[config.mk]
export PLATFORM = sky130hd
export DESIGN_NAME = mic_stage_sequencer
export DESIGN_NICKNAME = d
export VERILOG_FILES = /design/src/rtl/mic_seq_pkg.sv /design/src/rtl/mic_sram_owner_mux.sv /design/src/rtl/mic_stage_sequencer.sv
export SDC_FILE = /design/constraint.sdc
export NUM_CORES = 1
export LEC_CHECK = 0
export BUFFER_PORTS_ARGS = -buffer_cell sky130_fd_sc_hd__buf_2
export CORE_MARGIN = 2
export CORE_UTILIZATION = 50
export DETAILED_ROUTE_END_ITERATION = 8
export PLACE_DENSITY = 0.95
export SETUP_SLACK_MARGIN = 0.5
export SLEW_MARGIN = 0
export SYNTH_ARGS = -nofsm -noshare
export SYNTH_HDL_FRONTEND = slang
export SYNTH_HIERARCHICAL = 1
export SYNTH_SLANG_ARGS = --single-unit
export TNS_END_PERCENT = 30
[constraint.sdc]
create_clock -name Clock -period 7.27 [get_ports Clock]
set_input_delay 1.454 -clock Clock [delete_from_list [all_inputs] [get_ports Clock]]
set_output_delay 1.454 -clock Clock [all_outputs]
set_load 0.005 [all_outputs]
[src/rtl/mic_seq_pkg.sv]
`default_nettype none
// ============================================================================
//  Module   : mic_seq_pkg
//  Purpose  : Shared types, constants and helpers for the decompressor stage
//             sequencer (decode -> IDCT -> upsample/CSC).
//  Contents : mic_seq_state_t   sequencer state encoding
//             PRODUCER_IDX      stage that fills the buffer during preload
//             CONSUMER_IDX      stage that consumes the preloaded buffer
//             next_enabled()    next set mask bit above a given index
//  Revision : 1.0 - initial release
// ============================================================================
package mic_seq_pkg;

    typedef enum logic [1:0] {
        IDLE    = 2'd0,
        PRELOAD = 2'd1,
        RUN     = 2'd2,
        ERROR   = 2'd3
    } mic_seq_state_t;

    localparam int PRODUCER_IDX = 0;
    localparam int CONSUMER_IDX = 1;

    // Widest stage mask the helper accepts; callers zero-extend into it.
    localparam int MAX_STAGES = 32;

    // Returned by next_enabled() when no enabled stage exists above k.
    localparam int NONE = -1;

    // Lowest index i > k with mask[i] set, or NONE. Passing k = NONE
    // searches the whole mask.
    function automatic int next_enabled(input logic [MAX_STAGES-1:0] mask,
                                        input int k);
        int r;
        r = NONE;
        for (int i = MAX_STAGES - 1; i >= 0; i--) begin
            if ((i > k) && mask[i]) begin
                r = i;
            end
        end
        return r;
    endfunction

endpackage
`default_nettype wire

[src/rtl/mic_sram_owner_mux.sv]
`default_nettype none
// ============================================================================
//  Module   : mic_sram_owner_mux
//  Purpose  : Selects one stage's SRAM request onto the shared SRAM bus.
//  Ports    : i_owner_idx        stage currently owning the bus
//             i_owner_valid      0 forces the idle bus (addr 0, data 0, we_n 1)
//             i_stage_address    packed per-stage addresses
//             i_stage_write_data packed per-stage write data
//             i_stage_we_n       per-stage write enables, active low
//             o_sram_*           selected bus, purely combinational
//  Revision : 1.0 - initial release
// ============================================================================
module mic_sram_owner_mux #(
    parameter int NUM_STAGES = 3,
    parameter int ADDR_W     = 18,
    parameter int DATA_W     = 16,
    parameter int IDX_W      = (NUM_STAGES > 1) ? $clog2(NUM_STAGES) : 1
) (
    input  logic [IDX_W-1:0]             i_owner_idx,
    input  logic                         i_owner_valid,
    input  logic [NUM_STAGES*ADDR_W-1:0] i_stage_address,
    input  logic [NUM_STAGES*DATA_W-1:0] i_stage_write_data,
    input  logic [NUM_STAGES-1:0]        i_stage_we_n,
    output logic [ADDR_W-1:0]            o_sram_address,
    output logic [DATA_W-1:0]            o_sram_write_data,
    output logic                         o_sram_we_n
);

    always_comb begin
        o_sram_address    = '0;
        o_sram_write_data = '0;
        o_sram_we_n       = 1'b1;
        if (i_owner_valid && (int'(i_owner_idx) < NUM_STAGES)) begin
            o_sram_address    = i_stage_address[i_owner_idx*ADDR_W +: ADDR_W];
            o_sram_write_data = i_stage_write_data[i_owner_idx*DATA_W +: DATA_W];
            o_sram_we_n       = i_stage_we_n[i_owner_idx];
        end
    end

endmodule
`default_nettype wire

[src/rtl/mic_stage_sequencer.sv]
`default_nettype none
// ============================================================================
//  Module   : mic_stage_sequencer
//  Purpose  : Runs the pipeline units in order under a per-run enable mask,
//             optionally preloads stage 0 as a producer for stage 1, owns the
//             shared SRAM bus, and guards each stage with a watchdog.
//  Ports    : Clock/Resetn          clock, asynchronous active-low reset
//             Start/Abort           run request (rising edge) / abort
//             Stage_enable          run mask, sampled on an accepted Start
//             Stage_start/finish    per-unit handshake
//             Preload_done          producer buffer full
//             Producer_get          fill request to the producer
//             Stage_yield           active stage lends the bus to stage 0
//             Stage_sram_*          per-stage SRAM requests
//             SRAM_*                selected SRAM bus
//             Busy/Finish/Error     run status
//  Revision : 1.0 - initial release
// ============================================================================
module mic_stage_sequencer
    import mic_seq_pkg::*;
#(
    parameter int NUM_STAGES = 3,
    parameter int ADDR_W     = 18,
    parameter int DATA_W     = 16,
    parameter int TIMEOUT_W  = 24,
    parameter int PRELOAD_EN = 1
) (
    input  logic                         Clock,
    input  logic                         Resetn,
    input  logic                         Start,
    input  logic                         Abort,
    input  logic [NUM_STAGES-1:0]        Stage_enable,
    output logic [NUM_STAGES-1:0]        Stage_start,
    input  logic [NUM_STAGES-1:0]        Stage_finish,
    input  logic                         Preload_done,
    output logic                         Producer_get,
    input  logic [NUM_STAGES-1:0]        Stage_yield,
    input  logic [NUM_STAGES*ADDR_W-1:0] Stage_sram_address,
    input  logic [NUM_STAGES*DATA_W-1:0] Stage_sram_write_data,
    input  logic [NUM_STAGES-1:0]        Stage_sram_we_n,
    output logic [ADDR_W-1:0]            SRAM_address,
    output logic [DATA_W-1:0]            SRAM_write_data,
    output logic                         SRAM_we_n,
    output logic                         Busy,
    output logic                         Finish,
    output logic                         Error
);

    localparam int IDX_W        = (NUM_STAGES > 1) ? $clog2(NUM_STAGES) : 1;
    localparam bit c_PRELOAD_ON = (PRELOAD_EN != 0);

    mic_seq_state_t          r_state, w_state_nxt;
    logic                    r_start_buf;
    logic                    r_armed, w_armed_nxt;
    logic [IDX_W-1:0]        r_idx, w_idx_nxt;
    logic [TIMEOUT_W-1:0]    r_wd, w_wd_nxt;
    logic [NUM_STAGES-1:0]   r_mask, w_mask_nxt;
    logic [NUM_STAGES-1:0]   r_stage_start, w_stage_start_nxt;
    logic                    r_producer_get, w_producer_get_nxt;
    logic                    r_finish, w_finish_nxt;
    logic                    r_error, w_error_nxt;
    logic                    r_preload_active, w_preload_active_nxt;
    logic                    r_handover, w_handover_nxt;

    logic                    w_start_edge;
    logic                    w_tick;
    logic [MAX_STAGES-1:0]   w_new_mask, w_cur_mask;
    int                      w_first, w_next;
    logic                    w_yield;
    logic [IDX_W-1:0]        w_owner;
    logic                    w_owner_valid;
    logic                    w_unused_yield;

    // Only the consumer's yield bit has a function.
    assign w_unused_yield = ^Stage_yield;

    // ---------------------------------------------------------------- next state
    always_comb begin
        // A Start still high when reset releases must drop before it can count
        // as a new request, hence the arm bit next to the edge detector.
        w_armed_nxt  = r_armed | ~Start;
        w_start_edge = Start & ~r_start_buf & r_armed;

        w_new_mask                 = '0;
        w_new_mask[NUM_STAGES-1:0] = Stage_enable;
        w_cur_mask                 = '0;
        w_cur_mask[NUM_STAGES-1:0] = r_mask;
        // With preload on, the producer never runs as a stage of its own.
        w_first = next_enabled(w_new_mask, c_PRELOAD_ON ? PRODUCER_IDX : NONE);
        w_next  = next_enabled(w_cur_mask, int'(r_idx));

        w_state_nxt          = r_state;
        w_idx_nxt            = r_idx;
        w_wd_nxt             = r_wd;
        w_mask_nxt           = r_mask;
        w_stage_start_nxt    = r_stage_start;
        w_producer_get_nxt   = r_producer_get;
        w_finish_nxt         = r_finish;
        w_error_nxt          = r_error;
        w_preload_active_nxt = r_preload_active;
        w_handover_nxt       = r_handover;
        w_tick               = 1'b0;

        if (Abort) begin
            w_state_nxt          = IDLE;
            w_stage_start_nxt    = '0;
            w_producer_get_nxt   = 1'b0;
            w_preload_active_nxt = 1'b0;
            w_handover_nxt       = 1'b0;
        end else begin
            case (r_state)
                IDLE, ERROR: begin
                    if (w_start_edge) begin
                        w_finish_nxt         = 1'b0;
                        w_error_nxt          = 1'b0;
                        w_mask_nxt           = Stage_enable;
                        w_wd_nxt             = '0;
                        w_idx_nxt            = '0;
                        w_stage_start_nxt    = '0;
                        w_producer_get_nxt   = 1'b0;
                        w_preload_active_nxt = 1'b0;
                        w_handover_nxt       = 1'b0;
                        if (c_PRELOAD_ON && Stage_enable[PRODUCER_IDX] &&
                            Stage_enable[CONSUMER_IDX]) begin
                            w_state_nxt                     = PRELOAD;
                            w_stage_start_nxt[PRODUCER_IDX] = 1'b1;
                            w_producer_get_nxt              = 1'b1;
                            w_preload_active_nxt            = 1'b1;
                        end else if (w_first != NONE) begin
                            w_state_nxt                              = RUN;
                            w_idx_nxt                                = IDX_W'(w_first);
                            w_stage_start_nxt[IDX_W'(w_first)]       = 1'b1;
                        end else begin
                            w_finish_nxt = 1'b1;
                        end
                    end
                end
                PRELOAD: begin
                    if (Preload_done) begin
                        // Producer keeps its start while the consumer drains it.
                        w_producer_get_nxt              = 1'b0;
                        w_stage_start_nxt[CONSUMER_IDX] = 1'b1;
                        w_idx_nxt                       = IDX_W'(CONSUMER_IDX);
                        w_state_nxt                     = RUN;
                        w_wd_nxt                        = '0;
                    end else begin
                        w_tick = 1'b1;
                    end
                end
                RUN: begin
                    if (r_handover) begin
                        // Gap cycle between stages is over: start the next one.
                        w_stage_start_nxt[r_idx] = 1'b1;
                        w_handover_nxt           = 1'b0;
                        w_tick                   = 1'b1;
                    end else if (Stage_finish[r_idx]) begin
                        w_stage_start_nxt[r_idx] = 1'b0;
                        if (r_preload_active && (r_idx == IDX_W'(CONSUMER_IDX))) begin
                            w_stage_start_nxt[PRODUCER_IDX] = 1'b0;
                        end
                        w_preload_active_nxt = 1'b0;
                        w_wd_nxt             = '0;
                        if (w_next != NONE) begin
                            w_idx_nxt      = IDX_W'(w_next);
                            w_handover_nxt = 1'b1;
                        end else begin
                            w_finish_nxt = 1'b1;
                            w_state_nxt  = IDLE;
                        end
                    end else begin
                        w_tick = 1'b1;
                    end
                end
                default: begin
                    w_state_nxt = IDLE;
                end
            endcase

            // Finish is handled above, so it wins over a same-cycle timeout.
            if (w_tick) begin
                if (&r_wd) begin
                    w_error_nxt          = 1'b1;
                    w_stage_start_nxt    = '0;
                    w_producer_get_nxt   = 1'b0;
                    w_preload_active_nxt = 1'b0;
                    w_handover_nxt       = 1'b0;
                    w_state_nxt          = ERROR;
                end else begin
                    w_wd_nxt = r_wd + TIMEOUT_W'(1);
                end
            end
        end
    end

    // ---------------------------------------------------------------- registers
    always_ff @(posedge Clock or negedge Resetn) begin
        if (!Resetn) begin
            r_state          <= IDLE;
            r_start_buf      <= 1'b0;
            r_armed          <= 1'b0;
            r_idx            <= '0;
            r_wd             <= '0;
            r_mask           <= '0;
            r_stage_start    <= '0;
            r_producer_get   <= 1'b0;
            r_finish         <= 1'b0;
            r_error          <= 1'b0;
            r_preload_active <= 1'b0;
            r_handover       <= 1'b0;
        end else begin
            r_state          <= w_state_nxt;
            r_start_buf      <= Start;
            r_armed          <= w_armed_nxt;
            r_idx            <= w_idx_nxt;
            r_wd             <= w_wd_nxt;
            r_mask           <= w_mask_nxt;
            r_stage_start    <= w_stage_start_nxt;
            r_producer_get   <= w_producer_get_nxt;
            r_finish         <= w_finish_nxt;
            r_error          <= w_error_nxt;
            r_preload_active <= w_preload_active_nxt;
            r_handover       <= w_handover_nxt;
        end
    end

    // ---------------------------------------------------------------- bus owner
    // A consumer yield hands the bus to the producer in the same cycle.
    always_comb begin
        w_yield       = 1'b0;
        w_owner       = r_idx;
        w_owner_valid = 1'b0;
        case (r_state)
            PRELOAD: begin
                w_owner       = IDX_W'(PRODUCER_IDX);
                w_owner_valid = r_mask[PRODUCER_IDX];
            end
            RUN: begin
                w_yield       = c_PRELOAD_ON && (r_idx == IDX_W'(CONSUMER_IDX)) &&
                                Stage_yield[CONSUMER_IDX];
                w_owner       = w_yield ? IDX_W'(PRODUCER_IDX) : r_idx;
                w_owner_valid = r_mask[w_owner];
            end
            default: begin
                w_owner_valid = 1'b0;
            end
        endcase
    end

    mic_sram_owner_mux #(
        .NUM_STAGES (NUM_STAGES),
        .ADDR_W     (ADDR_W),
        .DATA_W     (DATA_W),
        .IDX_W      (IDX_W)
    ) u_owner_mux (
        .i_owner_idx        (w_owner),
        .i_owner_valid      (w_owner_valid),
        .i_stage_address    (Stage_sram_address),
        .i_stage_write_data (Stage_sram_write_data),
        .i_stage_we_n       (Stage_sram_we_n),
        .o_sram_address     (SRAM_address),
        .o_sram_write_data  (SRAM_write_data),
        .o_sram_we_n        (SRAM_we_n)
    );

    assign Stage_start  = r_stage_start;
    assign Producer_get = r_producer_get | w_yield;
    assign Busy         = (r_state == PRELOAD) || (r_state == RUN);
    assign Finish       = r_finish;
    assign Error        = r_error;

endmodule
`default_nettype wire

==> results.sh <==
export IMPL_seqCellArea_mm2=0.001026
export IMPL_skew_ns=0.006494
export IMPL_totalPowerFinal_uw=743.0
export IMPL_intPower_uw=467.9
export IMPL_crit_type="reg -> out"
export IMPL_synth_flop_cell="dfrtp_1"
export IMPL_drt_iter0_drc=310
export IMPL_netlist_instances=442
export IMPL_ir_drop_mv=0.1094
export IMPL_routed_wl_um=11330
export IMPL_outcome="finished clean"
export IMPL_synth_simple_gate_area_share_pct=29.46
export IMPL_grt_pass1_wl_um=18570
export IMPL_fin_crit_ns=5.084
export IMPL_vias=4047
export IMPL_clk_pin_slew_ns=0.08
export IMPL_p_clk_share_pct=21.0
export IMPL_viasPerCell=5.969
export IMPL_max_freq_mhz=196.7
export IMPL_grt_usage_pct=27.39
export IMPL_syn_area_per_cell_um2=8.311
export IMPL_synth_xor_area_share_pct=0.4768
export IMPL_drtAntennaViolNets=0
export IMPL_postCtsHoldBufs=0
export IMPL_root_buffer="clkbuf_8"
export IMPL_fin_crit_sh_pct=69.93
export IMPL_clock_sinks=41
export IMPL_synth_top_family_by_area="simple AND/OR/NAND/NOR gates"
export IMPL_clk_path_buf_depth=2
export IMPL_start_util_pct=51.19
export IMPL_syn_nets=564
export IMPL_required_ns=5.82
export IMPL_post_cts_buffers=0
export IMPL_setup_viol=0
export IMPL_rows=31
export IMPL_worstPathArrival_ns=3.63
export IMPL_areaGrowthSynthToFinish_pct=23.02
export IMPL_crit_path_end_kind="output pin"
export IMPL_top_level_ports=161
export IMPL_grt_pass1_vias=3914
export IMPL_die_x_um=89.72
export IMPL_synth_compound_area_share_pct=23.02
export IMPL_hpwl_um=8404
export IMPL_worst_slew_pin_slew_ns=0.9326
export IMPL_critPathMaxFanout=40
export IMPL_yosysSeqAreaShare_pct=27.93
export IMPL_hp_class="reg -> reg"
export IMPL_post_cts_resized=0
export IMPL_ys_ff_latch=41
export IMPL_drv_slew=0
export IMPL_cts_tree="done"
export IMPL_synth_edf_count=0
export IMPL_grt_overflow=0
export IMPL_power_density_mw_per_mm2=164.4
export IMPL_wl_per_cell_um=16.71
export IMPL_final_cell_mix="158 x buf_2, 41 x dfrtp_1, 39 x mux2i_1, 37 x nand3b_1"
export IMPL_yosysUniqueCellTypes=64
export IMPL_nFillCells=602
export IMPL_layout_commonest_cell="buf_2"
export IMPL_h_tree_depth=2
export IMPL_power_switching_uw=275.1
export IMPL_maxSlewHeadroom_pct=37.83
export IMPL_core_area_mm2=0.007176
export IMPL_timing_max_cap_violations=0
export IMPL_ys_top_cells_by_area="dfrtp_1 28%, mux2i_1 11%, nand3b_1 7.6%, and2_1 6.0%, o21ai_1 4.8%"
export IMPL_grt_start_max_net_pins=71
export IMPL_hold_violations=0
export IMPL_place_congestion=0.9068
export IMPL_synthMuxAreaShare_pct=11.85
export IMPL_detail_route_drc_violations=0
export IMPL_die_h_um=89.72
export IMPL_pwr_share_comb_pct=43.6
export IMPL_layout_drive_gt1_share_pct=31.66
export IMPL_final_nets=700
export IMPL_yosysTopAreaCell="dfrtp_1"
export IMPL_portBuffers=158
export IMPL_ys_async_sr_fraction_pct=100.0
export IMPL_p_sw_share_pct=37.03
export IMPL_numCtsBuffers=5
export IMPL_drt_first_pass_iters=4
export IMPL_clk_latency_ns=0.31
export IMPL_die_area_mm2=0.008049
export IMPL_final_setup_tns_ns=0
export IMPL_ys_warn_count=6
export IMPL_multi_input_area_mm2=0.002437
export IMPL_rsz0062_at_grt="no"
export IMPL_pwr_share_seq_pct=35.4
export IMPL_synth_top_area_share_pct=27.93
export IMPL_syn_cell_area_mm2=0.003674
export IMPL_synth_adder_area_share_pct=1.022
export IMPL_p_leak_uw=0.002045
export IMPL_critPathLaunchType="register"
export IMPL_antenna_found_initial=1
flip-flops by register name, summed over array words and instances (netlist names):
name / count
r_wd: 24
Stage_start: 3
r_mask: 3
r_idx: 2
r_state: 2
Error: 1
Finish: 1
r_armed: 1
r_handover: 1
r_preload_active: 1
r_producer_get: 1
r_start_buf: 1
stage by stage:
step | instances | hold slack, ns | setup WS, ns | cell area (um2) | utilization, %
floorplan | 442 | 0.4428 | 3.316 | 3674 | -
global route | 677 | 0.5157 | 2.016 | 4517 | 62.95
global placement | 670 | 0.4614 | 2.778 | 4431 | 61.74
detailed placement | 670 | 0.4744 | 2.624 | 4431 | 61.74
CTS | 677 | 0.4906 | 2.277 | 4517 | 62.95
finish | 678 | 0.4908 | 2.186 | 4519 | 62.98
final timing paths:
| check | startpoint | end | slack, ns | depth (start not counted) |
|---|---|---|---|---|
| setup / recovery | r_state[1]$_DFF_PN0_ | SRAM_address[14] | 2.19 | 8 |
| hold / removal | r_wd[4]$_DFFE_PN0N_ | r_wd[4]$_DFFE_PN0N_ | 0.49 | 1 |
| setup reg to reg | r_state[1]$_DFF_PN0_ | r_wd[12]$_DFFE_PN0N_ | 4.20 | 8 |
| hold reg to reg | r_wd[4]$_DFFE_PN0N_ | r_wd[4]$_DFFE_PN0N_ | 0.49 | 1 |
| max in group asynchronous | Resetn | r_wd[8]$_DFFE_PN0N_ | 5.40 | 1 |
| min in group asynchronous | Resetn | r_wd[3]$_DFFE_PN0N_ | 1.28 | 1 |
power groups by stage:
stage          Clock (uW)  Combinational (uW)  Sequential, uW
2_1_floorplan           0                 282             251
3_3_place_gp            0                 303             265
3_5_place_dp            0                 318             267
4_1_cts               157                 319             262
5_1_grt               167                 355             266
6_report              156                 324             263
worst max-delay path: stages, from the launching register on:
cell     delay, ns
dfrtp_1       0.43
ha_1          0.73
nor2_1        0.20
nor2b_4       0.68
buf_4         0.54
mux2i_1       0.27
o21ai_1       0.08
and2_1        0.21
buf_2         0.13
routing by layer:
layer  track usage, %  vias to the layer above  share of wire [%]
met5                0                        -                  0
met4            7.436                        0                1.9
met3            7.376                       31                8.5
met2            46.09                      201                 48
met1            34.90                     1902                 41
li1                 -                     1913                  -
cell type report:
| type | instances | share of cell area, % |
|---|---|---|
| Timing Repair Buffer | 161 | 18.00 |
| Antenna cell | 1 | 0.05537 |
| Sequential cell | 41 | 22.70 |
| Inverter | 8 | 0.6645 |
| Tap cell | 99 | 2.741 |
| Clock buffer | 7 | 1.910 |
| Multi-Input combinational cell | 361 | 53.93 |
synth_stat cells (all sizes together) (5+ instances only):
library cell	number
o21ai	60
dfrtp	41
mux2i	39
nand3b	37
and2	35
nor2	26
nand2	23
a21oi	21
buf	18
clkbuf	14
nand3	13
nand4	10
a31oi	8
or3	8
and3	7
inv	7
o311ai	7
nor3	5
cells by family (layout without fill, tap and decap cells):
group | Yosys count | in the layout
xor+xnor | 2 | 2
buf+inv | 40 | 176
fa+ha+maj | 3 | 3
compound gates | 129 | 129
simple gates | 184 | 184
mux | 43 | 43
other cells | 0 | 1
flops | 41 | 41
Note: power is estimated with default switching activity, not from simulation.
